File: config.mk
export PLATFORM = sky130hd
export DESIGN_NAME = button_events_flat
export DESIGN_NICKNAME = d
export VERILOG_FILES = /design/src/rtl/button_events_pkg.sv /design/src/rtl/button_events_if.sv /design/src/rtl/button_events.sv /design/src/flat_wrapper.sv
export SDC_FILE = /design/constraint.sdc
export NUM_CORES = 1
export LEC_CHECK = 0
export CORE_ASPECT_RATIO = 0.7
export CORE_MARGIN = 2
export CORE_UTILIZATION = 53
export DETAILED_ROUTE_END_ITERATION = 8
export PLACE_DENSITY = 0.7
export SKIP_CTS_REPAIR_TIMING = 1
export SLEW_MARGIN = 5
export SYNTH_ARGS = -nofsm -noshare
export SYNTH_HDL_FRONTEND = slang
export SYNTH_SLANG_ARGS = --single-unit
File: constraint.sdc
create_clock -name i_clk -period 2.22 [get_ports i_clk]
set_clock_uncertainty 0.2 [all_clocks]
set_input_delay 0.444 -clock i_clk [delete_from_list [all_inputs] [get_ports i_clk]]
set_output_delay 0.444 -clock i_clk [all_outputs]
set_load 0.1 [all_outputs]
File: src/rtl/button_events_pkg.sv
// rtl/button_events_pkg.sv - state encodings and timing helpers for the button event decoder
package button_events_pkg;

   typedef enum logic [2:0] {
      ST_IDLE   = 3'd0,
      ST_PRESS1 = 3'd1,
      ST_LONG   = 3'd2,
      ST_GAP    = 3'd3,
      ST_PRESS2 = 3'd4
   } state_e;

   function automatic int unsigned ms_to_cyc(input int unsigned clock_hz, input int unsigned ms);
      return (clock_hz / 1000) * ms;
   endfunction

   function automatic int unsigned max_u(input int unsigned a, input int unsigned b);
      return (a > b) ? a : b;
   endfunction

endpackage

File: src/rtl/button_events_if.sv
// rtl/button_events_if.sv - button level in, event pulses out
interface button_events_if;

   logic i_btn;
   logic o_press;
   logic o_release;
   logic o_short;
   logic o_long;
   logic o_double;
   logic o_held;

   modport master (
      output i_btn,
      input  o_press, o_release, o_short, o_long, o_double, o_held
   );

   modport slave (
      input  i_btn,
      output o_press, o_release, o_short, o_long, o_double, o_held
   );

endinterface

File: src/rtl/button_events.sv
// rtl/button_events.sv - turns a debounced button level into press/release/short/long/double pulses
module button_events
   import button_events_pkg::*;
#(
   parameter int unsigned CLOCK_HZ = 16_000_000,
   parameter int unsigned LONG_MS  = 1000,
   parameter int unsigned GAP_MS   = 250
) (
   input  logic             i_clk,
   input  logic             i_reset_n,
   button_events_if.slave   bus
);

   localparam int unsigned LONG_CYC = ms_to_cyc(CLOCK_HZ, LONG_MS);
   localparam int unsigned GAP_CYC  = ms_to_cyc(CLOCK_HZ, GAP_MS);
   localparam int          CNT_W    = $clog2(max_u(LONG_CYC, GAP_CYC) + 1);

   localparam logic [CNT_W-1:0] LONG_LAST = CNT_W'(LONG_CYC - 1);
   localparam logic [CNT_W-1:0] GAP_LAST  = CNT_W'(GAP_CYC - 1);

   state_e           state_q, state_d;
   logic [CNT_W-1:0] cnt_q, cnt_d;
   logic             prev_q, prev_d;
   logic             press_q, press_d;
   logic             release_q, release_d;
   logic             short_q, short_d;
   logic             long_q, long_d;
   logic             double_q, double_d;
   logic             held_q, held_d;

   logic             rise;
   logic             fall;

   assign rise = bus.i_btn & ~prev_q;
   assign fall = ~bus.i_btn & prev_q;

   // Edges are checked before counter expiry so that a coincident edge wins.
   always_comb begin
      state_d   = state_q;
      cnt_d     = cnt_q;
      prev_d    = bus.i_btn;
      press_d   = 1'b0;
      release_d = 1'b0;
      short_d   = 1'b0;
      long_d    = 1'b0;
      double_d  = 1'b0;

      case (state_q)
         ST_IDLE: begin
            if (rise) begin
               press_d = 1'b1;
               cnt_d   = '0;
               state_d = ST_PRESS1;
            end
         end
         ST_PRESS1: begin
            if (fall) begin
               release_d = 1'b1;
               cnt_d     = '0;
               state_d   = ST_GAP;
            end else if (cnt_q == LONG_LAST) begin
               long_d  = 1'b1;
               cnt_d   = '0;
               state_d = ST_LONG;
            end else begin
               cnt_d = cnt_q + 1'b1;
            end
         end
         ST_LONG: begin
            if (fall) begin
               release_d = 1'b1;
               cnt_d     = '0;
               state_d   = ST_IDLE;
            end
         end
         ST_GAP: begin
            if (rise) begin
               press_d = 1'b1;
               cnt_d   = '0;
               state_d = ST_PRESS2;
            end else if (cnt_q == GAP_LAST) begin
               short_d = 1'b1;
               cnt_d   = '0;
               state_d = ST_IDLE;
            end else begin
               cnt_d = cnt_q + 1'b1;
            end
         end
         ST_PRESS2: begin
            if (fall) begin
               release_d = 1'b1;
               double_d  = 1'b1;
               cnt_d     = '0;
               state_d   = ST_IDLE;
            end else if (cnt_q == LONG_LAST) begin
               long_d  = 1'b1;
               cnt_d   = '0;
               state_d = ST_LONG;
            end else begin
               cnt_d = cnt_q + 1'b1;
            end
         end
         default: begin
            cnt_d   = '0;
            state_d = ST_IDLE;
         end
      endcase

      held_d = (state_d == ST_PRESS1) || (state_d == ST_LONG) || (state_d == ST_PRESS2);
   end

   // prev resets high so a button held through reset is not taken as a press.
   always_ff @(posedge i_clk or negedge i_reset_n) begin
      if (!i_reset_n) begin
         state_q   <= ST_IDLE;
         cnt_q     <= '0;
         prev_q    <= 1'b1;
         press_q   <= 1'b0;
         release_q <= 1'b0;
         short_q   <= 1'b0;
         long_q    <= 1'b0;
         double_q  <= 1'b0;
         held_q    <= 1'b0;
      end else begin
         state_q   <= state_d;
         cnt_q     <= cnt_d;
         prev_q    <= prev_d;
         press_q   <= press_d;
         release_q <= release_d;
         short_q   <= short_d;
         long_q    <= long_d;
         double_q  <= double_d;
         held_q    <= held_d;
      end
   end

   assign bus.o_press   = press_q;
   assign bus.o_release = release_q;
   assign bus.o_short   = short_q;
   assign bus.o_long    = long_q;
   assign bus.o_double  = double_q;
   assign bus.o_held    = held_q;

endmodule

File: src/flat_wrapper.sv
// flat-port wrapper written by rule: the top's interface ports become plain ports
module button_events_flat import button_events_pkg::*;
#(
   parameter int unsigned CLOCK_HZ = 16_000_000,
   parameter int unsigned LONG_MS  = 1000,
   parameter int unsigned GAP_MS   = 250
)
  (i_clk, i_reset_n, bus_i_btn, bus_o_press, bus_o_release, bus_o_short, bus_o_long, bus_o_double, bus_o_held);
  button_events_if bus_i ();
  input  logic i_clk;
  input  logic i_reset_n;
  input wire logic [$bits(bus_i.i_btn)-1:0] bus_i_btn;
  output wire logic [$bits(bus_i.o_press)-1:0] bus_o_press;
  output wire logic [$bits(bus_i.o_release)-1:0] bus_o_release;
  output wire logic [$bits(bus_i.o_short)-1:0] bus_o_short;
  output wire logic [$bits(bus_i.o_long)-1:0] bus_o_long;
  output wire logic [$bits(bus_i.o_double)-1:0] bus_o_double;
  output wire logic [$bits(bus_i.o_held)-1:0] bus_o_held;
  assign bus_i.i_btn = bus_i_btn;
  assign bus_o_press = bus_i.o_press;
  assign bus_o_release = bus_i.o_release;
  assign bus_o_short = bus_i.o_short;
  assign bus_o_long = bus_i.o_long;
  assign bus_o_double = bus_i.o_double;
  assign bus_o_held = bus_i.o_held;
  button_events #(.CLOCK_HZ(CLOCK_HZ), .LONG_MS(LONG_MS), .GAP_MS(GAP_MS)) u_core (.i_clk(i_clk), .i_reset_n(i_reset_n), .bus(bus_i));
endmodule
### Yosys cells after proc, flatten, opt, wreduce, memory -nomap -nowiden

Cells that the tools add are included.

| storage, ports and cells | value |
|---|---|
| flip-flop bits (word level) | 34 |
| logic and storage cells | 58 |
| output and inout port bits | 6 |
| input port bits | 3 |

| operators by class | value |
|---|---|
| add/sub/neg operators | 1 |
| mux-type cells | 26 |
| reductions and logical operators | 7 |
| equality and inequality tests | 11 |
| bitwise gates (word level) | 4 |

Operators by type and width:

| kind | number |
|---|---|
| $mux W24 | 6 |
| $pmux W24 S4 | 1 |
| $add A24 B1 Y24 const B | 1 |
| $eq A24 B22 Y1 const B | 1 |
| $eq A24 B24 Y1 const B | 1 |
| $mux W3 | 7 |
| $pmux W3 S5 | 1 |
| $mux W1 | 11 |
| $eq A3 B2 Y1 const B | 3 |
| $eq A3 B1 Y1 const B | 2 |
| $eq A3 B3 Y1 const B | 2 |
| $ne A2 B1 Y1 const B | 2 |
| $reduce_or A2 Y1 | 2 |
| $logic_not A3 Y1 | 1 |
| $reduce_or A3 Y1 | 1 |
| $and A1 B1 Y1 | 2 |
| $logic_or A1 B1 Y1 | 2 |
| $not A1 Y1 | 2 |
| $reduce_and A2 Y1 | 1 |

### Depth between registers and ports, before layout

Gate-level depths: netlist of the first run.

| depth | value |
|---|---|
| depth after elaboration | 7 |
| depth in mapped cells | 8 |
| depth with buffers taken out | 7 |

### Worst setup path before layout of the first run

OpenSTA, ideal clock, no wires.

| timing | value |
|---|---|
| path type | flip-flop to flip-flop |
| from | reg u_core.prev_q |
| to | reg u_core.cnt_q[15] |
| cell stages (with the launch flop) | 8 |
| required time | 1.900 ns |
| path slack | 0.062 ns |
| arrival | 1.838 ns |
| path buffers | 1 |
| setup time | 0.120 ns |
| period minus slack after synthesis | 2.158 ns |
| cell sequence | dfstp_2 > and2b_4 > a2111oi_4 > or4_1 > buf_2 > o21a_1 > o21ai_1 > nand2_1 |

| on the way | value |
|---|---|
| longest elaborated chain between the ends | 4 |
| elaborated cells between the ends (all ways) | 9 |
| those cells by class | 2 x eq/ne; 3 x mux; 3 x bitwise; 1 x reduce/logical |

Ends and longest elaborated chain:

| what | line | RTL |
|---|---|---|
| start, declared | button_events.sv:23 | `logic prev_q, prev_d;` |
| start signal, assigned | button_events.sv:127 | `prev_q <= prev_d;` |
| $not A1 Y1 | button_events.sv:34 | `assign rise = bus.i_btn & ~prev_q;` |
| $and A1 B1 Y1 | button_events.sv:34 |  |
| $mux W24 / $ne A2 B1 Y1 (equally long branches) | n/a |  |
| $pmux W24 S4 / $reduce_and A2 Y1 (equally long branches) | n/a |  |
| end signal, assigned | button_events.sv:126 | `cnt_q <= cnt_d;` |
| end, declared | button_events.sv:22 | `logic [CNT_W-1:0] cnt_q, cnt_d;` |

Several ways; a longest one is shown, not always the timed one.
A chain may end at the register's enable or synchronous reset.

### Worst setup path after layout of the first run

| timing | value |
|---|---|
| from | reg u_core.cnt_q[8] |
| to | reg u_core.cnt_q[0] |

| on the way | value |
|---|---|
| longest elaborated chain between the ends | 4 |
| elaborated cells between the ends (all ways) | 7 |
| those cells by class | 2 x eq/ne; 5 x mux |

Ends and longest elaborated chain:

| what | line | RTL |
|---|---|---|
| $eq A24 B24 Y1 / $eq A24 B22 Y1 (equally long branches) | button_events.sv:61, button_events.sv:95, button_events.sv:81 |  |
| $mux W24 (on tied branches) | button_events.sv:61, button_events.sv:95, button_events.sv:81 |  |
| $mux W24 (on tied branches) | button_events.sv:57, button_events.sv:77 |  |
| $pmux W24 S4 * | button_events.sv:48 | `case (state_q)` |

Every way passes the cells marked *; elsewhere a longest branch is shown, timed or not.

==> results of run 1 <==
[critical path, cell delays in order (launching register included)]
cell     delay [ps]
dfrtp_2         420
buf_4           150
nor4b_2         310
nand4_1         190
o21ai_2         260
o21ai_4         120
buf_12          150
buf_6           110
mux2_4          250
[report_power, final]
group	switching, uW	internal, uW
combinational	729	714
clock	208	222
sequential	74.6	691
[per-stage QoR]
step	power (uW)	hold WS (ps)	instance area (sq um)
after global placement	1850	315	2280
after global routing	2780	278	2540
after CTS	2340	350	2360
after floorplan	1460	-51.6	1900
after detailed placement	1910	336	2280
final	2640	266	2540
[logic make-up (layout without fill, tap and decap cells)]
kind of cell	Yosys count	count (layout)	synth area share, %
fa+ha+maj	1	1	0.659
simple gates	113	113	32.5
flops	34	34	44.9
buf+inv	11	66	3.03
mux	2	2	1.12
compound gates	25	25	9.95
xor+xnor	17	17	7.84
[layer usage]
layer	wire length [um]	vias up	share of wire [%]	global-route usage (%)
li1	-	818	-	-
met1	2160	839	45	30.8
met2	2310	41	48	38.3
met3	193	10	4.1	5.24
met4	104	0	2.2	10.8
met5	0	-	0	0
[path summary, 6_finish.rpt]
path,cells past startpoint,end,slack (ps)
setup / recovery,8,u_core.cnt_q[0],-50
hold / removal,2,u_core.prev_q,270
setup reg to reg,8,u_core.cnt_q[0],-50
hold reg to reg,2,u_core.cnt_q[21],350
max in group asynchronous,2,u_core.prev_q,1100
min in group asynchronous,2,u_core.cnt_q[21],370
[cells in the final DEF (no fill, tap or decap), types with 4 or more instances in the layout]
| cell | synthesis | final |
|---|---|---|
| buf_4 | 1 | 48 |
| dfrtp_1 | 33 | 32 |
| nor2_1 | 30 | 24 |
| nand2_1 | 24 | 24 |
| nand3_1 | 14 | 14 |
| xnor2_1 | 12 | 12 |
| nor3_1 | 9 | 7 |
| nor2_2 | 0 | 6 |
| xor2_1 | 5 | 5 |
| clkbuf_8 | 0 | 5 |
| nor3_2 | 2 | 4 |
| a22o_1 | 4 | 4 |
[registers in the layout (all words and copies together) (netlist names)]
| register | cells |
|---|---|
| u_core.cnt_q | 24 |
| u_core.state_q | 3 |
| u_core.bus.o_double | 1 |
| u_core.bus.o_held | 1 |
| u_core.bus.o_long | 1 |
| u_core.bus.o_press | 1 |
| u_core.bus.o_release | 1 |
| u_core.bus.o_short | 1 |
| u_core.prev_q | 1 |
[final cells by class]
cell class	count	area share [%]
flip-flops and latches	34	33.5
multi-input cells	158	41.9
clock buffers	8	3.15
repair buffers	55	18.5
inverters	3	0.442
well taps	50	2.46
==> results.md, run 1 <==
- Status: finished with violations
- Violated checks: negative setup slack
- Final setup margin: -48.2 ps
- DRT iter0 DRCs: 192
- Pwr/cell area: 1040 mW/mm^2
- Worst-Skew Late Latency: 290 ps
- Overall die width: 75.6 um
- Setup TNS: -403 ps
- Max-capacitance violation count: 0
- Placed Cells: 290
- ANT cells: 0
- Die height: 54.1 um
- Clk sinks: 34
- Initial core utilization: 54.8%
- Vias in the first global route: 1596
- Synth-to-Final Area Change: 34.0%
- Setup-failing EPs final: 18
- Unrepaired setup endpoints after global routing: true
- Register Area: 853 sq um
- Htree depth: 2
- Worst Hold Class: in2reg
- Root Driver: clkbuf_8
- CP arrival: 2240 ps
- Drt first pass iters: 4
- Peak supply drop: 928 uV
- # nets final: 261
- Crit path from: u_core.cnt_q[8]
- YS warnings: 0
- Worst rel slew slack: 70.6%
- Clk pin slew, worst setup/hold paths: 60 ps
- Fill cells: 262
- Worst-path fanout max: 5
- Vias per cell: 5.55
- Io pins: 9
- Yosys cell types: 49
- Primary FF master, synth: dfrtp_1
- # rows: 18
- Fin. Hold Viols: 0
- Routed via count: 1708
- Die area: 0.00409 sq mm
- Area taken by multi-input logic gates: 0.00107 sq mm
- Hold Crit Start: bus_i_btn
- Minimum clock period after layout: 2270 ps
- Initial antenna violation count: 0
- CTS Buf Count: 5
- Critical Path RT: 2190 ps
- Setup crit start kind: flip-flop
- Port bufs: 8
- Top-count cell post-synth: dfrtp_1
- Leakage power: 0.00116 uW
- DR WL/cell: 15.5 um
- Synth top area share: 43.5%
- Slew Viols, Final: 0
- GP Congestion: 0.839
- CTS tree: done
- Grt total ovfl: 0
- Syn Std Cell Area: 0.00190 sq mm
- Asr flop ratio synth: 100%
- Top post-synthesis cells by count: dfrtp_1 (33), nor2_1 (30), nand2_1 (24)
- Syn_area_per_cell: 9.36 sq um
- CORE AREA: 0.00347 sq mm
- Flops & latches, synth: 34
- Post-Syn Nets: 207
- Max Fclk: 0.441 GHz
- Ratio of cells with drive above 1 in the final layout: 33.7%
- Worst-Margin Slew: 441 ps
- Synth Instances: 203
- Pre-CTS setup slack: -542 ps
- Final non-filler cell total: 308
- Ranking of synthesized cells by area: dfrtp_1 (43%), nor2_1 (5.9%), xnor2_1 (5.5%), nand2_1 (4.7%), nand3_1 (3.7%)
- First-pass GRT wire length: 7110 um
- Wirelength, routed: 4760 um
- Global Route Usage Sum: 23.8%
- DRT antenna net count: 0
- RR Startpoint: u_core.cnt_q[8]
- Crit share post-route: 102%
- Worst setup EP type: flip-flop
- Sequential fraction of the synthesis area: 44.9%
- EDFF count, synth: 0
- Dpl hpwl: 3300 um
- # DRC: 0
- WS Path Type: reg2reg
- Deepest clock path buffer count: 2
- Finished Core Util: 73.4%
- Synth area leader: dfrtp_1
- Largest net degree at the start of global routing: 35
Power figures use the tool's default switching activity.
==> run 2: changes to the inputs <==
Settings changed: SKIP_CTS_REPAIR_TIMING 1 to not set.
==> results.md, run 2 (same netlist as run 1, synthesis figures left out) <==
- Minimum clock period after layout: 2190 ps (-74.3 ps)
- # rows: 18 (unchanged)
- Worst-Skew Late Latency: 290 ps (about the same)
- Crit share post-route: 98.8% (-3.3 points)
- DRT iter0 DRCs: 200 (+4.2%)
- Setup crit start kind: flip-flop
- Initial antenna violation count: 0 (unchanged)
- Reg2Reg Setup Slack: 30 ps (+70 ps)
- DR WL/cell: 15.3 um (-0.81%)
- Htree depth: 2 (unchanged)
- CP endpoint: u_core.bus.o_held
- CTS tree: done
- Clk sinks: 34 (unchanged)
- First-pass GRT wire length: 7510 um (+5.6%)
- Max reg flops: 24 (unchanged)
- Worst Hold Class: reg2reg
- Setup TNS: 0 ps (+403 ps)
- Dpl hpwl: 3300 um (unchanged)
- Unrepaired setup endpoints after global routing: true
- CTS Buf Count: 5 (unchanged)
- Worst-Margin Slew: 417 ps (-23.3 ps)
- Final setup margin: 26.1 ps (+74.3 ps)
- Reg with most FFs: u_core.cnt_q
- Reg2reg path depth: 7 (-1)
- Pre-CTS setup slack: -542 ps (unchanged)
- Synth-to-Final Area Change: 32.3%
- Largest net degree at the start of global routing: 35 (unchanged)
- Worst setup EP type: flip-flop
- CORE AREA: 0.00347 sq mm (unchanged)
- R2r endpoint: u_core.bus.o_held
- Leakage power: 0.00115 uW (-1.4%)
- Wirelength, routed: 4710 um (-1.1%)
- # nets final: 260 (-0.38%)
- Status: finished clean
- Worst rel slew slack: 72.2% (+1.6 points)
- Regs by FF count: u_core.cnt_q: 24 flops, u_core.state_q: 3 flops
- Clk pin slew, worst setup/hold paths: 70 ps (about the same)
- Most frequent cells in the layout: buf_4 (47), dfrtp_1 (32), nor2_1 (28), nand2_1 (23), nand3_1 (14)
- Initial core utilization: 54.8% (unchanged)
- Max-capacitance violation count: 0 (unchanged)
- Pwr Total: 2550 uW (-3.4%)
- CP arrival: 2150 ps (-90 ps)
- Critical Path RT: 2180 ps (about the same)
- # DRC: 0 (unchanged)
- Deepest clock path buffer count: 2 (unchanged)
- Fin. Hold Viols: 0 (unchanged)
- Port bufs: 8 (unchanged)
- WS Path Type: reg2reg
- Io pins: 9 (unchanged)
- Worst hold slack: 349 ps (+83.8 ps)
- Peak supply drop: 840 uV (-9.5%)
- Worst-path fanout max: 3 (-2)
- Max Fclk: 0.456 GHz (+3.4%)
- Ratio of cells with drive above 1 in the final layout: 32.3% (-1.4 points)
- Routed via count: 1712 (+0.23%)
- Global Route Usage Sum: 25.2% (+1.4 points)
- Vias per cell: 5.58 (+0.56%)
- RR Startpoint: u_core.cnt_q[19]
- Fin area: 0.00251 sq mm (-1.3%)
- Overall die width: 75.6 um (unchanged)
- Die height: 54.1 um (unchanged)
- CTS Hold Bufs: 0
- GP Congestion: 0.839 (unchanged)
- Placed cell area: 0.00228 sq mm (unchanged)
- Grt total ovfl: 0 (unchanged)
- Root Driver: clkbuf_8
- Drt first pass iters: 5 (+1)
- Pwr/cell area: 1020 mW/mm^2 (-2.1%)
- ANT cells: 0 (unchanged)
- Slew Viols, Final: 0 (unchanged)
- Commonest non-fill, non-tap cell in the layout: buf_4
- DRT antenna net count: 0 (unchanged)
- Setup-failing EPs final: 0 (-18)
- Die area: 0.00409 sq mm (unchanged)
- Vias in the first global route: 1666 (+4.4%)
- Crit path from: u_core.cnt_q[19]
-- run 2: metal layers --
layer	vias up	global-route usage, %	routed length [um]
met5	-	0	0
met4	0	11.4	112
met3	11	5.24	196
met2	46	40.4	2270
met1	840	32.9	2130
li1	815	-	-
-- run 2: worst min path at each step --
stage / start / end / slack (ps) / cells after the start
final: u_core.cnt_q[21] / u_core.cnt_q[21] / 350 / 2
after global routing: u_core.cnt_q[21] / u_core.cnt_q[21] / 360 / 2
after CTS: u_core.cnt_q[21] / u_core.cnt_q[21] / 350 / 2
after detailed placement: u_core.cnt_q[21] / u_core.cnt_q[21] / 340 / 2
after global placement: u_core.cnt_q[5] / u_core.cnt_q[5] / 320 / 1
after floorplan: i_reset_n / u_core.bus.o_double / -50 / 0
-- run 2: timing repair --
| item | CTS | global route |
|---|---|---|
| endpoints found under the setup margin | 24 | 25 |
| pin swaps | 4 | 4 |
| buffers inserted | 8 | 1 |
| resized for setup | 11 | 9 |
-- run 2: layout make-up --
| type | count | area [sq um] |
|---|---|---|
| well taps | 50 | 62.6 |
| multi-input cells | 158 | 1060 |
| flip-flops and latches | 34 | 853 |
| inverters | 3 | 11.3 |
| clock buffers | 8 | 80.1 |
| fillers | 258 | 956 |
| repair buffers | 54 | 445 |
-- run 2: where the power goes --
group          internal [uW]  total (uW)  switching (uW)
sequential               691         767            76.3
clock                    223         434             212
combinational            648        1350             702
total                   1560        2550             989
-- run 2: critical path, cell delays in order (launching register included) --
cell	delay [ps]
dfrtp_1	390
nand2b_4	140
or4_4	550
buf_6	150
nor4_4	230
o21ai_2	110
a31oi_1	180
o221ai_1	120
-- run 2: metrics by stage --
stage	util, %	std cells
6_report	72.4	307
5_1_grt	72.4	307
4_1_cts	71.1	306
3_5_place_dp	65.8	290
3_3_place_gp	65.8	290
2_1_floorplan	-	203
==> run 3: changes to the inputs <==
Settings changed: CORE_MARGIN 2 to not set.
==> results.md, run 3 (same netlist as run 1, synthesis figures left out) <==
- CTS Hold Bufs: 0 (unchanged)
- Max reg flops: 24 (unchanged)
- Clock power share: 18.6% (+1.6 points)
- Sw Share: 37.9% (-0.93 points)
- Pwr/cell area: 1010 mW/mm^2 (-0.71%)
- Leakage power: 0.00113 uW (-1.4%)
- Max-capacitance violation count: 0 (unchanged)
- Commonest non-fill, non-tap cell in the layout: buf_4
- Port bufs: 8 (unchanged)
- Synth-to-Final Area Change: 30.1%
- M2 GR Usage: 44.0% (+3.6 points)
- Unrepaired setup endpoints after global routing: true
- Crit share post-route: 99.6% (+0.74 points)
- Regs by FF count: u_core.cnt_q: 24 flops, u_core.state_q: 3 flops
- WS Path Type: reg2reg
- Met1 Use GR: 34.6% (+1.7 points)
- CTS tree: done
- Routing usage on met3: 5.62% (+0.38 points)
- Setup crit start kind: flip-flop
- Fin. Hold Viols: 0 (unchanged)
- Worst Hold Class: reg2reg
- Htree depth: 2 (unchanged)
- Deepest clock path buffer count: 2 (unchanged)
- Finished Core Util: 75.4% (+3.0 points)
- DR WL/cell: 14.5 um (-5.5%)
- Overall die width: 73.6 um (-2.6%)
- Clk sinks: 34 (unchanged)
- ANT cells: 0 (unchanged)
- Top Usage Layer GRT: met2
- Status: finished clean
- Crit path largest cell delay: 520 ps (-30 ps)
- Internal power: 1550 uW (-0.86%)
- Initial antenna violation count: 0 (unchanged)
- Sequential share of power: 30.8% (+0.7 points)
- CTS Buf Count: 5 (unchanged)
- Worst-Skew Late Latency: 280 ps (about the same)
- Root Driver: clkbuf_8
- DRT iter0 DRCs: 168 (-16%)
- # rows: 17 (-1)
- Vias per cell: 5.44 (-2.5%)
- Slew Viols, Final: 0 (unchanged)
- Die height: 52.1 um (-3.7%)
- Dpl hpwl: 3170 um (-4.1%)
- Reg with most FFs: u_core.cnt_q
- CP arrival: 2160 ps (about the same)
- Routed via count: 1631 (-4.7%)
- RR Startpoint: u_core.cnt_q[9]
- CORE AREA: 0.00328 sq mm (-5.6%)
- Wirelength, routed: 4350 um (-7.7%)
- # nets final: 256 (-1.5%)
- Worst setup EP type: flip-flop
- Crit path from: u_core.cnt_q[9]
- Minimum clock period after layout: 2210 ps (+16.5 ps)
- Most frequent cells in the layout: buf_4 (43), dfrtp_1 (31), nor2_1 (30), nand2_1 (23), nand3_1 (14)
- Die area: 0.00383 sq mm (-6.2%)
- Worst hold slack: 324 ps (-25.1 ps)
- Io pins: 9 (unchanged)
- Hold Crit Start: u_core.cnt_q[5]
- Drt first pass iters: 4 (-1)
- Cell Chain, Critical Path: nand4_2 > or4_4 > buf_4 > nor4_4 > o21ai_2 > a31oi_1 > o221ai_1
- GP Congestion: 0.834 (-0.55%)
- Worst-Margin Slew: 464 ps (+46.4 ps)
- Worst-path fanout max: 4 (+1)
- First-pass GRT wire length: 7470 um (-0.65%)
- CP max stage cell: or4_4
- Clk pin slew, worst setup/hold paths: 70 ps (about the same)
- Global Route Usage Sum: 26.7% (+1.5 points)
- Largest net degree at the start of global routing: 35 (unchanged)
- Part of the power in combinational logic: 50.6% (-2.3 points)
- DRT antenna net count: 0 (unchanged)
- P_sw: 943 uW (-4.7%)
- Worst rel slew slack: 68.8% (-3.3 points)
- Setup TNS: 0 ps (unchanged)
- # DRC: 0 (unchanged)
- Grt total ovfl: 0 (unchanged)
- Max Fclk: 0.452 GHz (-0.75%)
- Ratio of cells with drive above 1 in the final layout: 30.8% (-1.5 points)
- Initial core utilization: 58.0% (+3.2 points)
- Vias in the first global route: 1621 (-2.7%)
- Setup-failing EPs final: 0 (unchanged)
- Peak supply drop: 1050 uV (+25%)
- Critical Path RT: 2170 ps (about the same)
run 3: final timing paths:
path,to,slack [ps],cells after the start
hold reg to reg,u_core.cnt_q[5],320,1
min in group asynchronous,u_core.cnt_q[16],370,2
setup / recovery,u_core.bus.o_held,10,7
hold / removal,u_core.cnt_q[5],320,1
setup reg to reg,u_core.bus.o_held,10,7
max in group asynchronous,u_core.cnt_q[8],1110,2
run 3: what timing repair did:
item,CTS,global route
pin swaps,0,6
setup endpoints to repair,25,23
resized for setup,7,10
setup buffers,2,3
run 3: per-stage QoR:
| step | instances | instance area [sq um] | worst slack [ps] | power, uW |
|---|---|---|---|---|
| floorplan | 203 | 1900 | 61.7 | 1460 |
| global placement | 287 | 2270 | -480 | 1820 |
| detailed placement | 287 | 2270 | -566 | 1850 |
| CTS | 297 | 2400 | -23.5 | 2410 |
| global route | 300 | 2470 | -70.8 | 2630 |
| finish | 300 | 2470 | 9.57 | 2490 |
run 3: layout make-up:
cell class              instances  area [sq um]
clock inverters                 1          5.00
repair buffers                 50           415
clock buffers                   7          86.3
well taps                      47          58.8
inverters                       3          11.3
multi-input cells             158          1040
flip-flops and latches         34           855
fillers                       233           805
run 3: power groups by stage:
stage	registers [uW]	clock network, uW	logic, uW
finish	768	462	1260
global route	782	495	1350
CTS	769	473	1170
detailed placement	777	0	1080
global placement	774	0	1040
floorplan	882	0	580
run 3: routing by layer:
metal  vias up  wire, um
met3         9       166
met5         -         0
met4         0        76
met1       786      2040
met2        30      2060
li1        806         -
run 3: worst max-delay path, delay by kind of cell, from the launching register on:
family                 cells  cell delay [ps]
buffers and inverters      1              170
AOI/OAI and AO/OA          3              420
and+or+nand+nor            3              860
DFF                        1              420
